`src/rtl/responderGroup.sv`:
```
// Shared types for the bus responder: access sizes and FSM states.
package responderGroup;

    // Encoding matches the reqSize input field.
    typedef enum logic [1:0] {
        BYTE = 2'b00,
        HALF = 2'b01,
        WORD = 2'b10,
        RSVD = 2'b11
    } accessSize;

    typedef enum logic [1:0] {
        IDLE    = 2'b00,
        ACCESS  = 2'b01,
        RESPOND = 2'b10
    } responderState;

    // Width of the wait-state counter (WAIT_STATES is limited to 0..15).
    localparam int unsigned WaitWidth = 4;

endpackage

```
`src/rtl/lane_steer.sv`:
```
// Combinational byte-lane steering: byte enables, store-data replication,
// alignment check and load-data extraction with zero/sign extension.
module lane_steer
    import responderGroup::*;
(
    input  accessSize   i_size,
    input  logic        i_signed,
    input  logic [1:0]  i_addr_lo,
    input  logic [31:0] i_wdata,
    input  logic [31:0] i_rdata,
    output logic [3:0]  o_byte_en,
    output logic [31:0] o_wdata,
    output logic        o_misaligned,
    output logic [31:0] o_rdata
);

    logic [7:0]  w_byte_lane;
    logic [15:0] w_half_lane;

    assign w_byte_lane = i_rdata[{i_addr_lo, 3'b000} +: 8];
    assign w_half_lane = i_addr_lo[1] ? i_rdata[31:16] : i_rdata[15:0];

    // Decode the access size into lanes, store replication and load extension.
    // o_misaligned also covers the reserved size so the caller needs one error flag.
    always_comb begin
        o_byte_en    = 4'b0000;
        o_wdata      = 32'h0;
        o_misaligned = 1'b0;
        o_rdata      = 32'h0;
        unique case (i_size)
            BYTE: begin
                o_byte_en = 4'b0001 << i_addr_lo;
                o_wdata   = {4{i_wdata[7:0]}};
                o_rdata   = {{24{i_signed & w_byte_lane[7]}}, w_byte_lane};
            end
            HALF: begin
                o_byte_en    = i_addr_lo[1] ? 4'b1100 : 4'b0011;
                o_wdata      = {2{i_wdata[15:0]}};
                o_misaligned = i_addr_lo[0];
                o_rdata      = {{16{i_signed & w_half_lane[15]}}, w_half_lane};
            end
            WORD: begin
                o_byte_en    = 4'b1111;
                o_wdata      = i_wdata;
                o_misaligned = |i_addr_lo;
                o_rdata      = i_rdata;
            end
            RSVD: begin
                o_misaligned = 1'b1;
            end
        endcase
    end

endmodule

```
`src/rtl/bus_responder.sv`:
```
// CPU-to-SRAM bus responder: accepts one request at a time, performs a
// wait-stated SRAM access, then holds the response until the CPU takes it.
module bus_responder
    import responderGroup::*;
#(
    parameter int unsigned WAIT_STATES = 2
) (
    input  logic        clk,
    input  logic        reset,
    input  logic        reqValid,
    output logic        reqReady,
    input  logic        reqWrite,
    input  logic [1:0]  reqSize,
    input  logic        reqSigned,
    input  logic [31:0] address,
    input  logic [31:0] writeData,
    output logic        respValid,
    input  logic        respReady,
    output logic [31:0] respData,
    output logic        respError,
    output logic [29:0] memAddress,
    output logic        memReadEn,
    output logic        memWriteEn,
    output logic [3:0]  memByteEn,
    output logic [31:0] memWriteData,
    input  logic [31:0] memReadData
);

    responderState        r_state;
    logic [31:0]          r_addr;
    logic [31:0]          r_wdata;
    logic [31:0]          r_respData;
    accessSize            r_size;
    logic                 r_write;
    logic                 r_signed;
    logic                 r_respError;
    logic [WaitWidth-1:0] r_wait;

    accessSize            w_size;
    logic [1:0]           w_addr_lo;
    logic [3:0]           w_byte_en;
    logic [31:0]          w_wdata_lanes;
    logic [31:0]          w_rdata_ext;
    logic                 w_misaligned;
    logic                 w_in_access;
    logic                 w_last;

    // In IDLE the steering logic looks at the live request so the alignment
    // check is ready at the acceptance edge; afterwards it uses the latched one.
    assign w_size    = (r_state == IDLE) ? accessSize'(reqSize) : r_size;
    assign w_addr_lo = (r_state == IDLE) ? address[1:0] : r_addr[1:0];

    lane_steer u_lane_steer (
        .i_size       (w_size),
        .i_signed     (r_signed),
        .i_addr_lo    (w_addr_lo),
        .i_wdata      (r_wdata),
        .i_rdata      (memReadData),
        .o_byte_en    (w_byte_en),
        .o_wdata      (w_wdata_lanes),
        .o_misaligned (w_misaligned),
        .o_rdata      (w_rdata_ext)
    );

    assign w_in_access = (r_state == ACCESS);
    assign w_last      = (r_wait == '0);

    // Request FSM: latch on accept, count wait states, hold response until taken.
    always_ff @(posedge clk or negedge reset) begin
        if (!reset) begin
            r_state     <= IDLE;
            r_addr      <= 32'h0;
            r_wdata     <= 32'h0;
            r_respData  <= 32'h0;
            r_size      <= BYTE;
            r_write     <= 1'b0;
            r_signed    <= 1'b0;
            r_respError <= 1'b0;
            r_wait      <= '0;
        end else begin
            case (r_state)
                IDLE: begin
                    if (reqValid) begin
                        r_addr     <= address;
                        r_size     <= accessSize'(reqSize);
                        r_write    <= reqWrite;
                        r_signed   <= reqSigned;
                        r_wdata    <= writeData;
                        r_respData <= 32'h0;
                        if (w_misaligned) begin
                            r_state     <= RESPOND;
                            r_respError <= 1'b1;
                            r_wait      <= '0;
                        end else begin
                            r_state     <= ACCESS;
                            r_respError <= 1'b0;
                            r_wait      <= WaitWidth'(WAIT_STATES);
                        end
                    end
                end
                ACCESS: begin
                    if (w_last) begin
                        r_state    <= RESPOND;
                        r_respData <= r_write ? 32'h0 : w_rdata_ext;
                    end else begin
                        r_wait <= r_wait - 1'b1;
                    end
                end
                RESPOND: begin
                    if (respReady) begin
                        r_state     <= IDLE;
                        r_respData  <= 32'h0;
                        r_respError <= 1'b0;
                    end
                end
                default: begin
                    r_state <= IDLE;
                end
            endcase
        end
    end

    assign reqReady     = (r_state == IDLE);
    assign respValid    = (r_state == RESPOND);
    assign respData     = r_respData;
    assign respError    = r_respError;
    assign memAddress   = r_addr[31:2];
    assign memReadEn    = w_in_access & ~r_write;
    // Strobe derives from state, so asynchronous reset kills it immediately.
    assign memWriteEn   = w_in_access & r_write & w_last;
    assign memByteEn    = w_in_access ? w_byte_en : 4'b0000;
    assign memWriteData = w_in_access ? w_wdata_lanes : 32'h0;

endmodule

```
`config.mk`:
```
export PLATFORM = sky130hd
export DESIGN_NAME = bus_responder
export DESIGN_NICKNAME = d
export VERILOG_FILES = /design/src/rtl/responderGroup.sv /design/src/rtl/lane_steer.sv /design/src/rtl/bus_responder.sv
export SDC_FILE = /design/constraint.sdc
export NUM_CORES = 1
export LEC_CHECK = 0
export BUFFER_PORTS_ARGS = -buffer_cell sky130_fd_sc_hd__buf_2
export CAP_MARGIN = 10
export CORE_MARGIN = 3
export CORE_UTILIZATION = 48
export DETAILED_ROUTE_END_ITERATION = 16
export GPL_ROUTABILITY_DRIVEN = 0
export PLACE_DENSITY = 0.77
export SETUP_SLACK_MARGIN = 0.1
export SYNTH_ARGS = -nofsm -noshare
export SYNTH_HDL_FRONTEND = slang
export SYNTH_HIERARCHICAL = 1
export SYNTH_SLANG_ARGS = --single-unit
```
`constraint.sdc`:
```
create_clock -name clk -period 3.47 [get_ports clk]
set_input_delay 0.1735 -clock clk [delete_from_list [all_inputs] [get_ports clk]]
set_output_delay 0.1735 -clock clk [all_outputs]
set_load 0.05 [all_outputs]
```
Word level (Yosys, flattened, before mapping)

Cells that the tools add are included.

$add $sub $neg: 1
Eq/ne operators: 9
Multiplexer cells: 28
Reduce and logical (&&, ||, !) cells: 12
Bitwise operators: 6
Shifts and indexed selects: 2

Operators by type and width:

| kind                                                                     | count |
|---|---|
| 32-bit case mux with 3 select lines                                      | 3 |
| 32-bit 2-to-1 mux                                                        | 5 |
| 32-bit by 6-bit variable part select with 8-bit output                   | 1 |
| 16-bit 2-to-1 mux                                                        | 1 |
| 4-bit 2-to-1 mux                                                         | 4 |
| 2-bit 2-to-1 mux                                                         | 7 |
| 4-bit case mux with 3 select lines                                       | 1 |
| 3-bit AND reduction                                                      | 3 |
| 4-bit case mux with 2 select lines                                       | 1 |
| 2-bit == test (second input constant)                                    | 3 |
| 2-bit case mux with 3 select lines                                       | 1 |
| 1-bit AND                                                                | 5 |
| 2-bit by 1-bit == test with 1-bit output (second input constant)         | 2 |
| 2-bit zero test                                                          | 2 |
| 4-bit zero test                                                          | 1 |
| 2-bit by 1-bit inequality test with 1-bit output (second input constant) | 2 |
| 2-bit inequality test (second input constant)                            | 2 |
| 4-bit AND reduction                                                      | 1 |
| 2-bit nonzero test                                                       | 2 |
| 1-bit by 2-bit << shifter with 4-bit output (first input constant)       | 1 |
| 4-bit by 1-bit subtractor with 4-bit output (second input constant)      | 1 |
| 1-bit 2-to-1 mux                                                         | 3 |
| 1-bit case mux with 3 select lines                                       | 1 |
| 3-bit nonzero test                                                       | 1 |
| 4 further kinds                                                          | 4 |

Input port bits: 104
Register bits after elaboration: 107
Output and inout bits: 103
Logic and storage cells: 67

Depth between registers and ports, before layout

Gate-level depths: netlist of the first run.

Word-level depth: 8
Mapped depth: 10
Depth with buffers taken out: 7

By module

Netlist of the first run, hierarchy kept.

By module, submodules not included:

| module        | sequential area each (um2) | cells each | area an instance (um2) | instances |
|---|---|---|---|---|
| bus_responder | 2677.6                     | 346        | 4782.1                 | 1 |
| lane_steer    | 0.0                        | 206        | 1241.2                 | 1 |

Worst setup path after synthesis of the first run

Ideal clock, no wire load.

Kind: register to output
Start point: register r_state[0]
End point: output memWriteData[9]
Path buffers: 3
Arrival: 2884 ps
Data required time: 3296 ps
Stages on the path, launching flop included: 10
Path slack: 412 ps
Cells stage by stage: dfrtp_1 buf_4 nor2_1 mux2_2 buf_6 buf_2 mux2i_1 nor2_1 a21o_1 and2_1

Cells in the longest elaborated chain, start to end: 5
Elaborated cells on any way between the ends: 8
Classes of those cells: eq/ne: 3; mux: 3; reduce/logical: 2

Ends and longest elaborated chain:

| element                                 | line                 | text |
|---|---|---|
| start, declared                         | bus_responder.sv:29  | `responderState r_state;` |
| start signal, assigned                  | bus_responder.sv:71  | `r_state <= IDLE;` |
| start signal, assigned                  | bus_responder.sv:91  | `r_state <= RESPOND;` |
| start signal, assigned                  | bus_responder.sv:95  | `r_state <= ACCESS;` |
| 2-bit zero test (*)                     | --                   |  |
| net reqReady                            | bus_responder.sv:11  | `output logic reqReady,` |
| 2-bit 2-to-1 mux (*)                    | bus_responder.sv:50  | `assign w_size = (r_state == IDLE) ? accessSize'(reqSize) : r_size;` |
| net w_size[0]                           | bus_responder.sv:39  | `accessSize w_size;` |
| 2-bit == test (tied with other cells)   | lane_steer.sv:30     | `unique case (i_size)` |
| 32-bit case mux with 3 select lines (*) | lane_steer.sv:30     |  |
| net w_wdata_lanes[9]                    | bus_responder.sv:42  | `logic [31:0] w_wdata_lanes;` |
| 32-bit 2-to-1 mux (*)                   | bus_responder.sv:132 | `assign memWriteData = w_in_access ? w_wdata_lanes : 32'h0;` |
| end, declared                           | bus_responder.sv:25  | `output logic [31:0] memWriteData,` |

Mark *: on every way through the listed nets, which the timed path passes. The rest lies on a longest branch.

Final worst setup path of the first run

Start point: register r_state[0]
End point: register r_respData[22] (netlist: respData[22])

Elaborated cells on any way between the ends: 21
Classes of those cells: eq/ne: 7; shift: 1; mux: 7; bitwise: 2; reduce/logical: 4

RTL lines:

| element                                 | line                 | text |
|---|---|---|
| 2-bit zero test (*)                     | bus_responder.sv:50  |  |
| 2-bit 2-to-1 mux (*)                    | bus_responder.sv:50  |  |
| net w_size[1]                           | bus_responder.sv:39  |  |
| 2-bit == test (tied with other cells)   | lane_steer.sv:30     |  |
| 32-bit case mux with 3 select lines (*) | lane_steer.sv:30     |  |
| net w_rdata_ext[22]                     | bus_responder.sv:43  | `logic [31:0] w_rdata_ext;` |
| 32-bit 2-to-1 mux (*)                   | bus_responder.sv:104 | `r_respData <= r_write ? 32'h0 : w_rdata_ext;` |
| 32-bit 2-to-1 mux (*)                   | bus_responder.sv:102 | `if (w_last) begin` |
| 32-bit case mux with 3 select lines (*) | bus_responder.sv:81  | `case (r_state)` |
| end signal, assigned                    | bus_responder.sv:104 |  |
| end, declared                           | bus_responder.sv:32  | `logic [31:0] r_respData;` |

Mark *: on every way through the listed nets, which the timed path passes. The rest lies on a longest branch. The select of a mux whose other input is x is not followed.
A chain may end at the register's enable or synchronous reset.

==> qor.txt, run 1 <==
Most common cell after layout, fill and taps aside - buf_2
Final WL - 15,900 um
Commonest cells after routing, fill and taps aside - buf_2 (205), dfrtp_1 (107), mux2_2 (82)
Footprint of the multi-input gates - 0.00271 sq mm
GRT overflow - 0
Residual DRC count - 0
Post-synth EDFFs - 0
Crit Path Class - flop to flop
Mapped Cells - 552
Status - finished clean
IO buf count - 206
Placed cells - 860
Area Growth Syn to Fin - 18.3%
Post-CTS setup buffer count - 0
Slowest stage delay, CP - 0.65 ns
Netlist Area Pre-Place - 0.00602 sq mm
Most used flip-flop cell after synthesis - dfrtp_1
Crit path cell chain - nor2_1 > mux2_2 > nor2b_1 > nand3_1 > o211ai_1 > a32o_1
PwrDens - 1060 mW/mm^2
Register Area - 0.00268 sq mm
First-pass GRT wire length - 25,400 um
GR Util All Layers - 0.227
Total power draw - 0.00758 W
Clk_skew - 0.00641 ns
Unrepaired setup endpoints after global routing - no
Synthesized net count - 658
CP startpoint - r_state[0]$_DFFE_PN0P_
H-Tree Depth - 3
CP Max Fanout - 16
Skew-Pair Late Insertion Delay - 0.35 ns
Clock Pin Slew Worst Setup and Hold Paths - 0.07 ns
Die Wd - 118 um
Layout cell share with drive strength beyond 1 - 0.454
Number of antenna violations at the first check in global routing - 0
# fillers - 1,061
Crit end category - flop
Worst r2r src - r_state[0]$_DFFE_PN0P_
CP required - 3.75 ns
Vias per std cell - 5.57
CTS sink count - 107
Vias in the first global route - 4,905
Die area - 0.0139 sq mm
CTS tree - yes
Finished Layout Cells - 877
Fmax achieved - 320 MHz
Routed vias - 4,885
Initial drt markers - 388
CP top delay family - simple AND/OR/NAND/NOR gates
Final Critical Period - 3.12 ns
Wire per inst - 18.2 um
Critical path's slowest cell - nand3_1
Nets - 810
Setup TNS Final - 0 ns
Peak VDD IR - 630 uV
Final Max Slew Viols - 0
Antenna Nets Post-Route - 0
Synth area leader - dfrtp_1
Top cell type's share of synthesized area - 0.445
Initial core utilization - 0.495
Hold Fails Final Rpt - 0
Worst hold path startpoint - reqWrite
Async SR Flop Fraction - 1.00
Syn avg cell area - 10.9 sq um
Longest Clk Path Bufs - 2
Final Cycle Share - 0.900
Num CTS Buffers - 9
Cell variety after synth - 42
Placed inst area - 0.00682 sq mm
Slew headroom - 0.318
Endpoints failing setup - 0
Rows - 40
Core area - 0.0122 sq mm
Worst Hold Class - input port to flop
Ranking of synthesized cells by area - dfrtp_1 (44%), mux2_2 (15%), a32o_1 (5.3%), buf_4 (4.1%), and2_1 (3.8%)
Leakage power - 3.60 nW
Ys Warns - 6
Die height - 118 um
Drt first pass iters - 5
Critical path buffers and inverters - 0
Largest net degree at the start of global routing - 64
I/O Pins - 207
Register area share after synthesis - 0.445
Yosys reg bits - 107
N_diodes - 0
Worst setup SP type - flop
Worst path arrival time - 3.41 ns
Max_cap viols - 0
Post-route design area - 0.00713 sq mm
Dpl hpwl - 11,700 um
Root Driver - clkbuf_16
Worst Max-Slew Pin Slew - 1.02 ns
## metrics by stage
step	setup WS, ns	hold WS, ns	utilization
5_1_grt	0.127	0.0433	0.586
2_1_floorplan	0.412	-0.122	-
3_5_place_dp	0.421	0.245	0.560
6_report	0.345	0.0368	0.586
3_3_place_gp	0.559	0.234	0.560
4_1_cts	0.253	0.0280	0.586
## worst reg2reg max path: stages, from the launching register on
cell,delay (ns)
dfrtp_1,0.53
nor2_1,0.34
mux2_2,0.49
nor2b_1,0.53
nand3_1,0.65
o211ai_1,0.32
a32o_1,0.20
## sequential cells by signal, summed over array words and instances, names as in the netlist
| signal | flops |
|---|---|
| respError | 1 |
| r_state | 2 |
| r_addr | 32 |
| r_size | 2 |
| r_signed | 1 |
| respData | 32 |
| r_wdata | 32 |
| r_wait | 4 |
| r_write | 1 |
## synthesized netlist by cell type, types with 8 or more instances
master and n:
nand2_1 41, dfrtp_1 107, o311ai_0 8, o21ai_0 23
a21o_1 16, a32o_1 32, and2_1 37, a21oi_1 9
mux2_2 82, buf_4 33, nor2_1 24, clkbuf_1 11
mux2i_1 12, inv_1 21, buf_6 18, o211ai_1 16
buf_2 13
## report_power, final
part	internal [W]	switching, W	leakage (nW)
registers	0.00175	0.000316	1.33
clock network	0.000579	0.000458	0.139
logic	0.00148	0.00299	2.13
## what timing repair did
item                                    4_1_cts  5_1_grt
hold buffers                                  1        0
endpoints found under the hold margin        48        0
resized for setup                             0        2
endpoints found under the setup margin        0       10
## layer usage
layer / up-vias / wire length, um / GRT usage
li1: 2237 / - / -
met1: 2366 / 6410 / 0.288
met2: 252 / 7710 / 0.369
met3: 30 / 1430 / 0.0605
met4: 0 / 393 / 0.0916
met5: - / 0 / 0
## area by class of cell
type,instances,share of cell area
multi-input cells,346,0.381
flip-flops and latches,107,0.376
inverters,23,0.0121
repair buffers,217,0.160
clock inverters,4,0.00702
clock buffers,12,0.0346
well taps,168,0.0295
## cells by family after synthesis
logic type	Yosys count	share of synthesized area
simple gates	131	0.115
compound gates	118	0.153
flops	107	0.445
buf+inv	99	0.108
mux	95	0.176
fa+ha+maj	2	0.00415
## worst paths after layout
kind	slack (ns)	cells past startpoint	end
max	0.35	6	respData[22]$_DFFE_PN0P_
min	0.04	3	r_write$_DFFE_PN0P_
max reg2reg	0.35	6	respData[22]$_DFFE_PN0P_
min reg2reg	0.49	1	respData[25]$_DFFE_PN0P_
max in group asynchronous	2.23	3	r_wdata[21]$_DFFE_PN0P_
min in group asynchronous	0.40	2	respData[24]$_DFFE_PN0P_
Power figures use the tool's default switching activity.
==> inputs of run 2 (changes only) <==
Settings changed: ABC_AREA from default to 1, PLACE_DENSITY 0.77 to 0.8, TNS_END_PERCENT from default to 1.
==> run 2 against run 1 <==
  * Sequential share of layout area fell by 3.0 points
  * Global-route usage up 1.4 points
  * Worst hold slack improved by 0.0077 ns
  * Maximum frequency is 4.3% higher
  * Cell count is 52% higher
  * Synthesized cell count rose by 83%
  * Critical path depth is 5 higher
  * Final area up 8.8%
  * Utilization fell by 0.29 points
  * Clock skew is essentially flat
  * Sequential power shrank 4%
  * Die area increased by 8.7%
  * Critical endpoint is now memWriteData[12]
  * Highest routed layer is now met5
==> qor.txt, run 2 <==
Drt first pass iters - 6
Dpl hpwl - 13,300 um
Crit end category - output port
WHS - 0.0445 ns
Die Wd - 123 um
Max_cap viols - 0
Number of antenna violations at the first check in global routing - 1
Leakage power - 4.63 nW
Area Growth Syn to Fin - 17.9%
Peak VDD IR - 480 uV
Vias per std cell - 5.02
Unrepaired setup endpoints after global routing - no
Top cell type's share of synthesized area - 0.407
CP Max Fanout - 20
Endpoints failing setup - 0
CP required - 3.30 ns
Num CTS Buffers - 9
Initial core utilization - 0.495
Worst Max-Slew Pin Slew - 0.911 ns
Setup TNS Final - 0 ns
Nets - 1,256
Rows - 42
Most common cell after layout, fill and taps aside - nand2_1
Worst setup SP type - flop
Worst Hold Class - input port to flop
Synthesized net count - 1,117
Hold_buf cts - 1
Wire per inst - 13.6 um
Register area share after synthesis - 0.407
Final WL - 18,100 um
Clock Pin Slew Worst Setup and Hold Paths - 0.07 ns
CTS sink count - 107
Root Driver - clkbuf_16
CTS resizes - 0
Post-synth EDFFs - 0
Post-Synth XOR/XNOR Area - 0.00133
Ys Warns - 6
Layout cell share with drive strength beyond 1 - 0.221
Longest Clk Path Bufs - 2
Hold Fails Final Rpt - 0
Top cells by count, synth - nand2_1 (426), dfrtp_1 (107), nand3_1 (107)
Synth Area in Compound Gates - 0.0653
Yosys reg bits - 107
Antenna Nets Post-Route - 0
Adder-cell share of the synthesized area - 0.00381
Main combinational cell family by area after synthesis - simple AND/OR/NAND/NOR gates
Worst path arrival time - 2.82 ns
Routed vias - 6,688
Crit Path Class - flop to output port
Initial drt markers - 460
Syn avg cell area - 6.50 sq um
Skew-Pair Late Insertion Delay - 0.36 ns
H-Tree Depth - 3
IO buf count - 206
PwrDens - 992 mW/mm^2
Cell variety after synth - 28
Synth area leader - dfrtp_1
Count leader, synth - nand2_1
Commonest cells after routing, fill and taps aside - nand2_1 (424), buf_2 (205), nand3_1 (107), dfrtp_1 (107), nor2_1 (90)
Fmax achieved - 334 MHz
Largest net degree at the start of global routing - 72
First-pass GRT wire length - 29,300 um
Final Cycle Share - 0.863
Async SR Flop Fraction - 1.00
Final Critical Period - 2.99 ns
Clk_skew - 0.00687 ns
Post-Synth Simple-Gate Area - 0.389
Final Max Slew Viols - 0
Mapped Cells - 1,011
Post-CTS setup buffer count - 0
Die height - 123 um
GRT overflow - 0
Slew headroom - 0.389
GR Util All Layers - 0.240
Vias in the first global route - 6,106
Residual DRC count - 0
CTS tree - yes
Multiplexer area fraction after synthesis - 0
Ranking of synthesized cells by area - dfrtp_1 (41%), nand2_1 (24%), nand3_1 (8.1%), nor2_1 (5.3%), inv_1 (5.0%)
I/O Pins - 207
Netlist Area Pre-Place - 0.00658 sq mm
Most used flip-flop cell after synthesis - dfrtp_1
Status - finished clean
Die area - 0.0151 sq mm
Core area - 0.0133 sq mm
==> run 2: cell types whose count changed in the layout (fill, tap and decap cells not counted), moves of 10 or more <==
cell / change
a21o_1: -16
a21oi_1: +10
a32o_1: -32
and2_1: -36
inv_1: +67
mux2_2: -82
mux2i_1: -12
nand2_1: +383
nand3_1: +104
nor2_1: +66
o21ai_0: +17
==> run 2: final timing paths <==
kind | startpoint | end | slack (ns) | cells after the start
worst min register to register | r_addr[27]$_DFFE_PN0P_ | r_addr[27]$_DFFE_PN0P_ | 0.47 | 2
min in group asynchronous | reset | r_write$_DFFE_PN0P_ | 0.49 | 2
max in group asynchronous | reset | respData[7]$_DFFE_PN0P_ | 2.18 | 3
worst max-delay path | r_state[0]$_DFFE_PN0P_ | memWriteData[12] | 0.48 | 11
worst max register to register | r_state[0]$_DFFE_PN0P_ | respData[20]$_DFFE_PN0P_ | 0.73 | 15
worst min-delay path | writeData[16] | r_wdata[16]$_DFFE_PN0P_ | 0.04 | 3
==> run 2: cells by family (layout without fill, tap and decap cells) <==
| kind of cell | count (synthesis) | count (layout) |
|---|---|---|
| other cells | 0 | 1 |
| xor+xnor | 1 | 1 |
| fa+ha+maj | 2 | 2 |
| flops | 107 | 107 |
| buf+inv | 189 | 333 |
| simple gates | 635 | 635 |
| compound gates | 77 | 77 |
==> run 2: power breakdown <==
| part | leakage (nW) | internal (W) | switching (W) | total (W) |
|---|---|---|---|---|
| clock network | 0.136 | 0.000509 | 0.000459 | 0.000969 |
| logic | 3.12 | 0.00122 | 0.00351 | 0.00474 |
| registers | 1.38 | 0.00170 | 0.000290 | 0.00199 |
| total | 4.63 | 0.00343 | 0.00426 | 0.00769 |
==> run 2: area by class of cell <==
cell class,instances,area (sq um)
fillers,1307,5540
clock buffers,11,243
diodes,1,2.50
inverters,96,362
repair buffers,221,1160
well taps,176,220
multi-input cells,715,3050
clock inverters,5,38.8
flip-flops and latches,107,2680
==> run 2: metal layers <==
metal / share of wire / GRT usage / vias to the layer above
met5: 0.00072 / 0 / -
li1: - / - / 3357
met1: 0.43 / 0.320 / 3056
met2: 0.47 / 0.392 / 248
met3: 0.083 / 0.0544 / 25
met4: 0.018 / 0.0734 / 2
==> run 2: critical path, cell delays in order, from the launching register on <==
cell and delay [ns]:
dfrtp_1 0.47, nor2_4 0.28, nor2_1 0.07, a21oi_1 0.12, buf_4 0.19, nor2_2 0.07
buf_4 0.21, or2_1 0.35, o21ai_0 0.21, inv_1 0.07, nor2_1 0.13, buf_2 0.30
==> run 2: stage by stage <==
stage / cell area, sq um / worst slack, ns / std cells / power, W / utilization
finish: 7750 / 0.475 / 1332 / 0.00769 / 0.583
global route: 7750 / 0.206 / 1331 / 0.00836 / 0.583
CTS: 7750 / 0.458 / 1331 / 0.00772 / 0.583
detailed placement: 7460 / 0.757 / 1314 / 0.00673 / 0.561
global placement: 7460 / 0.803 / 1314 / 0.00666 / 0.561
floorplan: 6580 / 0.162 / 1011 / 0.00587 / -
==> inputs of run 3 (changes only) <==
Settings changed: MAX_ROUTING_LAYER from default to met4.
==> run 3 against run 2 <==
  * Maximum frequency hardly changed
  * Final area hardly changed
  * Cell count hardly changed
  * Worst setup slack worse by 0.00068 ns
  * Sequential power hardly changed
  * Clock power hardly changed
  * Die area stayed put
  * Flip-flop and latch count stayed put
  * Clock skew is 0.00051 ns lower
  * Total power hardly changed
  * Worst hold slack better by 0.0016 ns
==> qor.txt, run 3 (synthesis results as in run 2) <==
Status - finished clean
Slowest stage delay, CP - 0.47 ns
Layout cell share with drive strength beyond 1 - 0.221
Clk_skew - 0.00635 ns
Clock Pin Slew Worst Setup and Hold Paths - 0.07 ns
Leakage power - 4.63 nW
Initial drt markers - 485
H-Tree Depth - 3
Number of antenna violations at the first check in global routing - 1
Vias per std cell - 5.01
Worst Max-Slew Pin Slew - 0.932 ns
Final WS setup - 0.475 ns
Hold_buf cts - 1
Rows - 42
Skew-Pair Late Insertion Delay - 0.35 ns
CTS tree - yes
CP Max Fanout - 19
Die area - 0.0151 sq mm
Initial core utilization - 0.495
# fillers - 1,306
Worst setup SP type - flop
Crit path cell chain - nor2_4 > nor2_1 > a21oi_1 > buf_4 > inv_2 > nor2_4 > inv_2 > o21ai_0 > inv_1 > o31ai_1 > inv_1 > nor2_1 > buf_2
CP required - 3.30 ns
Post-route design area - 0.00776 sq mm
Vias in the first global route - 6,118
Crit end category - output port
Unrepaired setup endpoints after global routing - no
Core area - 0.0133 sq mm
Antenna Nets Post-Route - 0
First-pass GRT wire length - 29,300 um
Peak VDD IR - 482 uV
CTS sink count - 107
Routed vias - 6,672
Worst Hold Class - input port to flop
Longest Clk Path Bufs - 2
Largest net degree at the start of global routing - 72
Final Critical Period - 3.00 ns
Placed inst area - 0.00746 sq mm
Residual DRC count - 0
Total power draw - 0.00770 W
I/O Pins - 207
Setup TNS Final - 0 ns
Commonest cells after routing, fill and taps aside - nand2_1 (424), buf_2 (205), nand3_1 (107), dfrtp_1 (107), nor2_1 (90)
Final Cycle Share - 0.863
Root Driver - clkbuf_16
Most common cell after layout, fill and taps aside - nand2_1
Fmax achieved - 334 MHz
IO buf count - 206
Finished Core Util - 0.583
GR Util All Layers - 0.248
Critical path's slowest cell - dfrtp_1
Die Wd - 123 um
Worst path arrival time - 2.82 ns
Die height - 123 um
Hold Fails Final Rpt - 0
Post-CTS setup buffer count - 0
Crit Path Class - flop to output port
Final WL - 18,100 um
CTS resizes - 0
Slew headroom - 0.375
Endpoints failing setup - 0
Num CTS Buffers - 9
GRT overflow - 0
Max_cap viols - 0
Nets - 1,256
Drt first pass iters - 6
PwrDens - 992 mW/mm^2
Dpl hpwl - 13,300 um
Pre-CTS WS - 0.757 ns
Area Growth Syn to Fin - 18.0%
Final Max Slew Viols - 0
Wire per inst - 13.6 um
run 3: through the flow:
| step | instances | hold WS, ns |
|---|---|---|
| CTS | 1331 | 0.0338 |
| global route | 1332 | 0.0515 |
| floorplan | 1011 | -0.122 |
| detailed placement | 1314 | 0.359 |
| finish | 1333 | 0.0461 |
| global placement | 1314 | 0.356 |
run 3: critical path, delay by kind of cell (launching register included):
| family | cells | cell delay (ns) |
|---|---|---|
| AOI/OAI and AO/OA | 3 | 0.36 |
| buffers and inverters | 6 | 0.82 |
| DFF | 1 | 0.47 |
| and+or+nand+nor | 4 | 0.82 |
run 3: worst paths after layout:
kind / startpoint / to / slack [ns] / cells past startpoint
worst max register to register: r_state[0]$_DFFE_PN0P_ / respData[28]$_DFFE_PN0P_ / 0.72 / 15
max in group asynchronous: reset / r_addr[21]$_DFFE_PN0P_ / 2.19 / 3
min in group asynchronous: reset / r_write$_DFFE_PN0P_ / 0.49 / 2
worst min register to register: r_addr[27]$_DFFE_PN0P_ / r_addr[27]$_DFFE_PN0P_ / 0.47 / 2
worst min-delay path: address[29] / r_addr[29]$_DFFE_PN0P_ / 0.05 / 3
worst max-delay path: r_state[0]$_DFFE_PN0P_ / memByteEn[1] / 0.47 / 13
run 3: per-layer routing:
metal | vias up | GRT usage | wire, um
met5 | - | - | 0
met4 | 0 | 0.0734 | 316
met3 | 23 | 0.0453 | 1490
met2 | 236 | 0.393 | 8480
met1 | 3051 | 0.327 | 7840
li1 | 3362 | - | -
run 3: area by class of cell:
type                    count  area [sq um]  area share
flip-flops and latches    107          2680       0.345
repair buffers            221          1160       0.150
clock buffers              11           243      0.0313
clock inverters             5          38.8     0.00500
inverters                  96           362      0.0466
multi-input cells         715          3050       0.393
well taps                 176           220      0.0284
diodes                      2          5.00    0.000645
run 3: power breakdown:
part	switching (W)	leakage (nW)	total, W	internal [W]
clock	0.000459	0.136	0.000968	0.000509
combinational	0.00351	3.12	0.00474	0.00122
sequential	0.000290	1.38	0.00199	0.00170
